===== config.mk =====
export PLATFORM = sky130hd
export DESIGN_NAME = seq_alu
export DESIGN_NICKNAME = d
export VERILOG_FILES = /design/src/rtl/alu_pkg.sv /design/src/rtl/alu_mul_iter.sv /design/src/rtl/seq_alu.sv
export SDC_FILE = /design/constraint.sdc
export NUM_CORES = 1
export LEC_CHECK = 0
export CORE_ASPECT_RATIO = 2
export CORE_MARGIN = 10
export CORE_UTILIZATION = 50
export DETAILED_ROUTE_END_ITERATION = 12
export HOLD_SLACK_MARGIN = 0.15
export PLACE_DENSITY_LB_ADDON = 0.25
export SETUP_SLACK_MARGIN = 0.2
export SYNTH_ARGS = -nofsm -noshare
export SYNTH_HDL_FRONTEND = slang
export SYNTH_SLANG_ARGS = --single-unit

===== constraint.sdc =====
create_clock -name clk -period 2 [get_ports clk]
set_clock_uncertainty 0.05 [all_clocks]
set_input_delay 0.2 -clock clk [delete_from_list [all_inputs] [get_ports clk]]
set_output_delay 0.2 -clock clk [all_outputs]
set_load 0.005 [all_outputs]

===== src/rtl/alu_pkg.sv =====
// Shared opcode and state definitions for the clocked ALU and its multiplier.
package alu_pkg;

    localparam int CMD_W = 4;

    typedef enum logic [CMD_W-1:0] {
        CMD_ADD   = 4'd0,
        CMD_SUB   = 4'd1,
        CMD_SHL   = 4'd2,
        CMD_ASR   = 4'd3,
        CMD_LSR   = 4'd4,
        CMD_NOT   = 4'd5,
        CMD_OR    = 4'd6,
        CMD_XOR   = 4'd7,
        CMD_AND   = 4'd8,
        CMD_PASSA = 4'd9,
        CMD_MUL   = 4'd10
    } alu_cmd_e;

    typedef enum logic [1:0] {
        IDLE = 2'd0,
        BUSY = 2'd1,
        DONE = 2'd2
    } state_e;

endpackage


===== src/rtl/alu_mul_iter.sv =====
// Iterative unsigned shift-add multiplier: one partial-product step per clock.
// The first step happens on the start edge, so the product is ready WIDTH-1 edges later.
module alu_mul_iter #(
    parameter int WIDTH = 8
) (
    input  logic               clk,
    input  logic               rst_n,
    input  logic               start,
    input  logic [WIDTH-1:0]   a,
    input  logic [WIDTH-1:0]   b,
    output logic               done,
    output logic [2*WIDTH-1:0] product
);

    localparam int CNT_W = $clog2(WIDTH) + 1;

    logic [CNT_W-1:0]   count;
    logic               busy;
    logic [WIDTH-1:0]   mcand;
    logic [2*WIDTH-1:0] prod;

    // Conditionally add the multiplicand to the upper half, then shift the whole
    // register right; the multiplier bits drain out of the low half as it fills.
    function automatic logic [2*WIDTH-1:0] mul_step(input logic [2*WIDTH-1:0] p,
                                                    input logic [WIDTH-1:0]   m);
        logic [WIDTH:0] upper;
        // NOTE: blocking '=' is correct inside functions and always_comb; only
        // clocked state uses '<=' so every flop samples pre-edge values.
        upper = {1'b0, p[2*WIDTH-1:WIDTH]} + (p[0] ? {1'b0, m} : '0);
        return {upper, p[WIDTH-1:1]};
    endfunction

    // NOTE: the operand/product registers are reset as well, so an aborted
    // multiply can never leak a partial product after reset.
    always_ff @(posedge clk or negedge rst_n) begin
        if (!rst_n) begin
            count <= '0;
            busy  <= 1'b0;
            mcand <= '0;
            prod  <= '0;
        end else if (start) begin
            mcand <= a;
            prod  <= mul_step({{WIDTH{1'b0}}, b}, a);
            count <= CNT_W'(1);
            busy  <= 1'b1;
        end else if (busy) begin
            if (count == CNT_W'(WIDTH)) begin
                busy  <= 1'b0;
                count <= '0;
            end else begin
                prod  <= mul_step(prod, mcand);
                count <= count + CNT_W'(1);
            end
        end
    end

    assign done    = busy && (count == CNT_W'(WIDTH));
    assign product = prod;

endmodule


===== src/rtl/seq_alu.sv =====
// Clocked ALU with valid/ready handshakes, registered flags and an iterative MUL.
// Single-cycle ops are computed combinationally from the offered operands and captured on accept.
module seq_alu
    import alu_pkg::*;
#(
    parameter int WIDTH = 8,
    parameter int CMD_W = 4
) (
    input  logic             clk,
    input  logic             rst_n,
    input  logic             in_valid,
    output logic             in_ready,
    input  logic [CMD_W-1:0] alu_cmd,
    input  logic [WIDTH-1:0] inA,
    input  logic [WIDTH-1:0] inB,
    input  logic             sc_i,
    output logic             out_valid,
    input  logic             out_ready,
    output logic [WIDTH-1:0] rslt,
    output logic [WIDTH-1:0] rslt_hi,
    output logic             sc_o,
    output logic             zero,
    output logic             pari
);

    state_e             state;
    alu_cmd_e           cmd;
    logic               accept;
    logic               start_mul;
    logic               mul_done;
    logic [2*WIDTH-1:0] mul_product;
    logic [WIDTH:0]     sum;
    logic [WIDTH-1:0]   n_rslt;
    logic               n_sc;

    assign cmd       = alu_cmd_e'(alu_cmd);
    assign in_ready  = (state == IDLE) || ((state == DONE) && out_ready);
    assign accept    = in_valid && in_ready;
    assign start_mul = accept && (cmd == CMD_MUL);

    alu_mul_iter #(.WIDTH(WIDTH)) u_mul (
        .clk     (clk),
        .rst_n   (rst_n),
        .start   (start_mul),
        .a       (inA),
        .b       (inB),
        .done    (mul_done),
        .product (mul_product)
    );

    // SUB reuses the adder with inverted inB; sc_o=1 then means "no borrow".
    always_comb begin
        // NOTE: defaults first so no path through the case can infer a latch.
        sum    = '0;
        n_rslt = '0;
        n_sc   = 1'b0;
        case (cmd)
            CMD_ADD: begin
                sum    = {1'b0, inA} + {1'b0, inB} + {{WIDTH{1'b0}}, sc_i};
                n_rslt = sum[WIDTH-1:0];
                n_sc   = sum[WIDTH];
            end
            CMD_SUB: begin
                sum    = {1'b0, inA} + {1'b0, ~inB} + {{WIDTH{1'b0}}, sc_i};
                n_rslt = sum[WIDTH-1:0];
                n_sc   = sum[WIDTH];
            end
            CMD_SHL: begin
                n_rslt = {inA[WIDTH-2:0], sc_i};
                n_sc   = inA[WIDTH-1];
            end
            CMD_ASR: begin
                n_rslt = {inA[WIDTH-1], inA[WIDTH-1:1]};
                n_sc   = inA[0];
            end
            CMD_LSR: begin
                n_rslt = {sc_i, inA[WIDTH-1:1]};
                n_sc   = inA[0];
            end
            CMD_NOT:   n_rslt = ~inA;
            CMD_OR:    n_rslt = inA | inB;
            CMD_XOR:   n_rslt = inA ^ inB;
            CMD_AND:   n_rslt = inA & inB;
            CMD_PASSA: n_rslt = inA;
            default: begin
                n_rslt = '0;
                n_sc   = 1'b0;
            end
        endcase
    end

    always_ff @(posedge clk or negedge rst_n) begin
        if (!rst_n) begin
            state     <= IDLE;
            out_valid <= 1'b0;
            rslt      <= '0;
            rslt_hi   <= '0;
            sc_o      <= 1'b0;
            zero      <= 1'b1;
            pari      <= 1'b0;
        end else if (accept) begin
            // Accept is only possible in IDLE or in DONE while the old result retires.
            if (cmd == CMD_MUL) begin
                state     <= BUSY;
                out_valid <= 1'b0;
            end else begin
                state     <= DONE;
                out_valid <= 1'b1;
                rslt      <= n_rslt;
                rslt_hi   <= '0;
                sc_o      <= n_sc;
                zero      <= (n_rslt == '0);
                pari      <= ^n_rslt;
            end
        end else begin
            case (state)
                BUSY: begin
                    if (mul_done) begin
                        state     <= DONE;
                        out_valid <= 1'b1;
                        rslt      <= mul_product[WIDTH-1:0];
                        rslt_hi   <= mul_product[2*WIDTH-1:WIDTH];
                        sc_o      <= |mul_product[2*WIDTH-1:WIDTH];
                        zero      <= (mul_product == '0);
                        pari      <= ^mul_product[WIDTH-1:0];
                    end
                end
                DONE: begin
                    if (out_ready) begin
                        state     <= IDLE;
                        out_valid <= 1'b0;
                    end
                end
                default: state <= IDLE;
            endcase
        end
    end

endmodule


# Yosys cells after proc, flatten, opt, wreduce, memory -nomap -nowiden
# Index checks and enable logic that the tools add are counted.
totals:
  in_bits: 25
  out_inout_bits: 21
  reg_bits: 51
op_classes:
  n_mux: 43
  add_sub_neg: 6
  bitwise_logic: 5
  n_eq_ne: 17
  n_reduce_logical: 21
op_table:
  columns: ["op", "n"]
  rows:
  - ["two-way mux 8 bit", 10]
  - ["one-hot mux 8 bit (10 select lines)", 1]
  - ["two-way mux 16 bit", 3]
  - ["two-way mux 1 bit", 19]
  - ["adder 8 x 8 -> 9 bit", 2]
  - ["adder 9 x 1 -> 9 bit", 2]
  - ["== test 4 x 3 -> 1 bit, second input constant", 4]
  - ["== test 4 bit, second input constant", 4]
  - ["logical NOT 16 bit", 1]
  - ["NOT 8 bit", 2]
  - ["XOR reduction 8 bit", 2]
  - ["two-way mux 4 bit", 3]
  - ["adder 8 x 9 -> 9 bit", 1]
  - ["bitwise AND 8 bit", 1]
  - ["== test 4 x 2 -> 1 bit, second input constant", 2]
  - ["logical NOT 8 bit", 1]
  - ["two-way mux 2 bit", 4]
  - ["OR 8 bit", 1]
  - ["OR reduction 8 bit", 1]
  - ["XOR 8 bit", 1]
  - ["!= test 3 bit, second input constant", 2]
  - ["AND reduction 3 bit", 2]
  - ["nonzero test 2 bit", 3]
  - ["adder 4 x 1 -> 4 bit, second input constant", 1]
  - ["14 further kinds", 19]

# Depth between registers and ports, before layout
# Gate-level depths: netlist of the first run.
depth:
  depth_word: 7
  depth_mapped: 15
  ltp_nobuf: 15

# Modules after synthesis
# From an unflattened synthesis of the first run, not the netlist that was laid out.
hier_totals:
  cells_unflattened: 512
  area_unflattened_um2: 4526.8
by_module_without_submodules:
  columns: ["mod", "seq_area_each_um2", "area_per_inst_um2", "cells_each", "instances"]
  rows:
  - ["seq_alu", 551.8, 2803.9, 343, 1]
  - ["alu_mul_iter", 725.7, 1722.9, 169, 1]

# Worst setup path before layout of the first run
# No wires, ideal clock.
synth_timing:
  path_kind: "input to register"
  startpoint: "input port inA[0]"
  endpoint: "register pari"
  required_ns: 1.822
  t_arrival_ns: 2.773
  setup_time_ns: 0.128
  stages: 14
  n_path_buf: 0
  slack_ns: -0.950
  path_cell_list: "inv_1 > fa_1 > fa_1 > nand2b_1 > a21oi_1 > o22a_1 > a21oi_2 > a2111oi_4 > ha_1 > xnor2_1 > xnor2_1 > nor2_1 > a21oi_1 > o21ai_0"
synth_via:
  elab_chain_cells: 6
synth_rtl:
  columns: ["item", "line_no", "rtl"]
  rows:
  - ["start, declared", "seq_alu.sv:14", "input logic [WIDTH-1:0] inA,"]
  - ["adder 8 x 8 -> 9 bit, on equally long branches", "seq_alu.sv:64, seq_alu.sv:59", null]
  - ["adder 9 x 1 -> 9 bit, on equally long branches", "seq_alu.sv:64, seq_alu.sv:59", null]
  - ["one-hot mux 8 bit (10 select lines) *", "seq_alu.sv:57", "case (cmd)"]
  - ["XOR reduction 8 bit *", "seq_alu.sv:113", "pari <= ^n_rslt;"]
  - ["two-way mux 1 bit *", "seq_alu.sv:103", "if (cmd == CMD_MUL) begin"]
  - ["two-way mux 1 bit *", "seq_alu.sv:101", "end else if (accept) begin"]
  - ["end signal, assigned", "seq_alu.sv:113", null]
  - ["end signal, assigned", "seq_alu.sv:125", "pari <= ^mul_product[WIDTH-1:0];"]
  - ["end, declared", "seq_alu.sv:23", "output logic pari"]
# Mark *: on every way between the ends. The rest lies on a longest branch, timed or not. The select of a mux whose other input is x is not followed.
# A chain may end at the register's enable or synchronous reset.

# Final worst setup path of the first run
# Ends and elaborated chain as after synthesis.

==> results.tsv, run 1 <==
metric	value	unit
# setup viols final	16	
Detailed Routing Iterations Pass 1	5	
DRT antenna net count	0	
post-synthesis cell type with the largest combined area	dfrtp_1	
die span in y	154.4	um
Synthesized Nets	597	
final wirelength	17.59	mm
Fillers	604	
count leader, synth	o21ai_0	
first-pass GRT wire length	26.61	mm
critical path class	in -> reg	
Buffers on Ports	45	
crit path max fanout	3	
largest cells by area after synthesis	dfrtp_1 (28%), ha_1 (12%), o21ai_0 (5.6%), a21oi_1 (4.5%), nand2_1 (4.1%)	
Hold Vio Cnt, Final	0	
Max Clk Rate	343.5	MHz
gr usage total	25.08	%
Finished Layout Cells	824	
vias in the first global route	5219	
Post-Syn Area	0.004518	sq mm
Worst-Margin Slew	476.6	ps
Initial Utilization	50.82	%
data required time of the critical path	2140	ps
setup tns final	-4020	ps
number of synthesized flops with an enable pin	0	
NumNets Final	794	
distinct cell type count after synthesis	73	
top cells by count, synth	o21ai_0 (51), dfrtp_1 (50), nand2_1 (49)	
die width	87.22	um
dominant synthesized flop cell	dfrtp_1	
YS warnings	0	
Setup Slack @ Placement	-1690	ps
arrival time worst endpoint	3050	ps
CTS Buf Count	5	
Die ar.	0.01347	sq mm
final HPWL from detailed placement	13.40	mm
PwrDens	783.1	mW/mm^2
top cell type's share of synthesized area	27.69	%
initial DRC count	340	
final worst setup slack	-911.1	ps
final core occ	79.24	%
power after layout	5.516	mW
asr flop ratio synth	100.0	%
P&R area growth vs syn	55.91	%
RSZ-0062 raised after global routing	yes	
clock-pin transition on the worst setup and hold timing paths	60	ps
Std-Cell Rows	49	
Syn Area/Cell	8.622	sq um
DR DRC count	0	
share of cells above drive strength 1	41.41	%
Max-slew headroom	68.13	%
Final Max Slew Viols	0	
Clock Sinks	51	
Inst Count DP	791	
Leak	3.203	nW
cell count after synthesis	524	
vias per cell	5.973	
largest net degree at the start of global routing	42	
Startpoint Class	input port	
worst vdd ir	0.4512	mV
status	finished with violations	
CORE AREA	0.008890	sq mm
CTS tree	built	
critical path endpoint category	register	
Ports	46	
Skew-Pair Late Insertion Delay	290	ps
sequential share of the synthesized area	28.27	%
violated checks	negative setup slack	
Final Critical Period	2911	ps
Remaining Overflow, GRT	0	
DR WL/cell	21.35	um
H-Tree Depth	2	
Yosys reg bits	51	
antenna violations before repair	0	
Vias	4922	
ant diodes	0	
MaxCap Viol Count	0	
part of the cycle the worst path needs	145.6	%
Min-Delay Path Class	in -> async	
CTS max path bufs	2	
Placer Congestion	1.023	
Root Buffer	clkbuf_16	
## final cells by class
type	count	area [sq um]	share of cell area (%)
inverter	38	150.1	2.131
clock buffer	7	152.6	2.167
timing repair buffer	216	1879	26.68
tap	102	127.6	1.812
sequential	51	1279	18.15
clock inverter	1	7.507	0.1066
multi-input combinational	409	3448	48.95
## power breakdown
group	internal [mW]	total [mW]	switching, mW
Sequential	1.32	1.60	0.287
Clock	0.532	0.903	0.371
Combinational	1.48	3.01	1.53
## state kept, by name, indices dropped and copies added, names as in the netlist
name and flops:
u_mul.count 4, u_mul.busy 1, zero 1, rslt 8
u_mul.mcand 8, pari 1, out_valid 1, state 2
u_mul.product 16, sc_o 1, rslt_hi 8
## through the flow
step           hold slack, ps  instance area [sq um]
2_1_floorplan          -145.6                   4602
3_3_place_gp            30.44                   6176
3_5_place_dp            36.27                   6176
4_1_cts                 260.7                   6799
5_1_grt                 293.1                   7044
6_report                257.6                   7044
## cells by family (layout without fill, tap and decap cells)
group,count (synthesis),in the layout,synth area share (%)
adders and majority gates,48,48,14.12
muxes,10,10,2.548
buffers and inverters,64,262,6.924
and+or+nand+nor,172,172,19.99
AOI/OAI and AO/OA,165,165,25.42
xor gates and xnor gates,14,14,2.714
DFF,51,51,28.27
## critical path: stages
cell        delay (ps)
buf_8               90
clkinvlp_4         110
buf_6              130
fa_2               400
inv_2               70
fa_2               210
nor2b_4            170
o31ai_4             90
o311ai_4           260
xnor2_1            120
a221oi_2           390
ha_4               270
xnor2_2            130
xnor2_1            150
nor2_1              60
a21oi_1            130
o21ai_1             70
## path summary, 6_finish.rpt
path / start / to / slack [ps] / cells past startpoint
worst max-delay path: inA[0] / pari$_DFFE_PN0P_ / -910 / 17
worst min-delay path: rst_n / u_mul.mcand[7]$_DFFE_PN0P_ / 260 / 2
worst max register to register: u_mul.product[0]$_DFFE_PN0P_ / u_mul.product[13]$_DFFE_PN0P_ / -190 / 10
worst min register to register: rslt_hi[1]$_DFFE_PN0P_ / rslt_hi[1]$_DFFE_PN0P_ / 430 / 2
max in group asynchronous: rst_n / zero$_DFFE_PN1P_ / 1080 / 3
min in group clk: inB[1] / u_mul.product[0]$_DFFE_PN0P_ / 290 / 4
## routing by layer
layer | vias up | part of all wire (%) | track usage (%)
met2 | 214 | 56 | 47.14
met4 | 0 | 7.8 | 18.85
li1 | 2259 | - | -
met1 | 2360 | 32 | 23.11
met5 | - | 0 | 0
met3 | 89 | 4.0 | 2.735
## layout by cell type (no fill, tap or decap), types with 24 or more instances in the layout
| master | count |
|---|---|
| ha_1 | 29 |
| a21oi_1 | 31 |
| nand2_1 | 46 |
| nor2_1 | 32 |
| dfrtp_1 | 49 |
| buf_6 | 24 |
| inv_1 | 24 |
| o21ai_0 | 45 |
| buf_4 | 141 |
| clkdlybuf4s50_1 | 30 |
## repair_timing
action / in CTS / in global routing
setup buffers: 19 / 5
gates resized for setup: 102 / 46
setup endpoints to repair: 52 / 40
hold buffers: 1 / 0
pin swaps: 39 / 36
endpoints found under the hold margin: 50 / 0
No activity file was read; power rests on OpenSTA's default activity.
==> run 2, diff against run 1 <==
Settings changed: GPL_TIMING_DRIVEN set to 1.
==> results of run 2 <==
Final layout, timing and power as in run 1 (identical DEF).
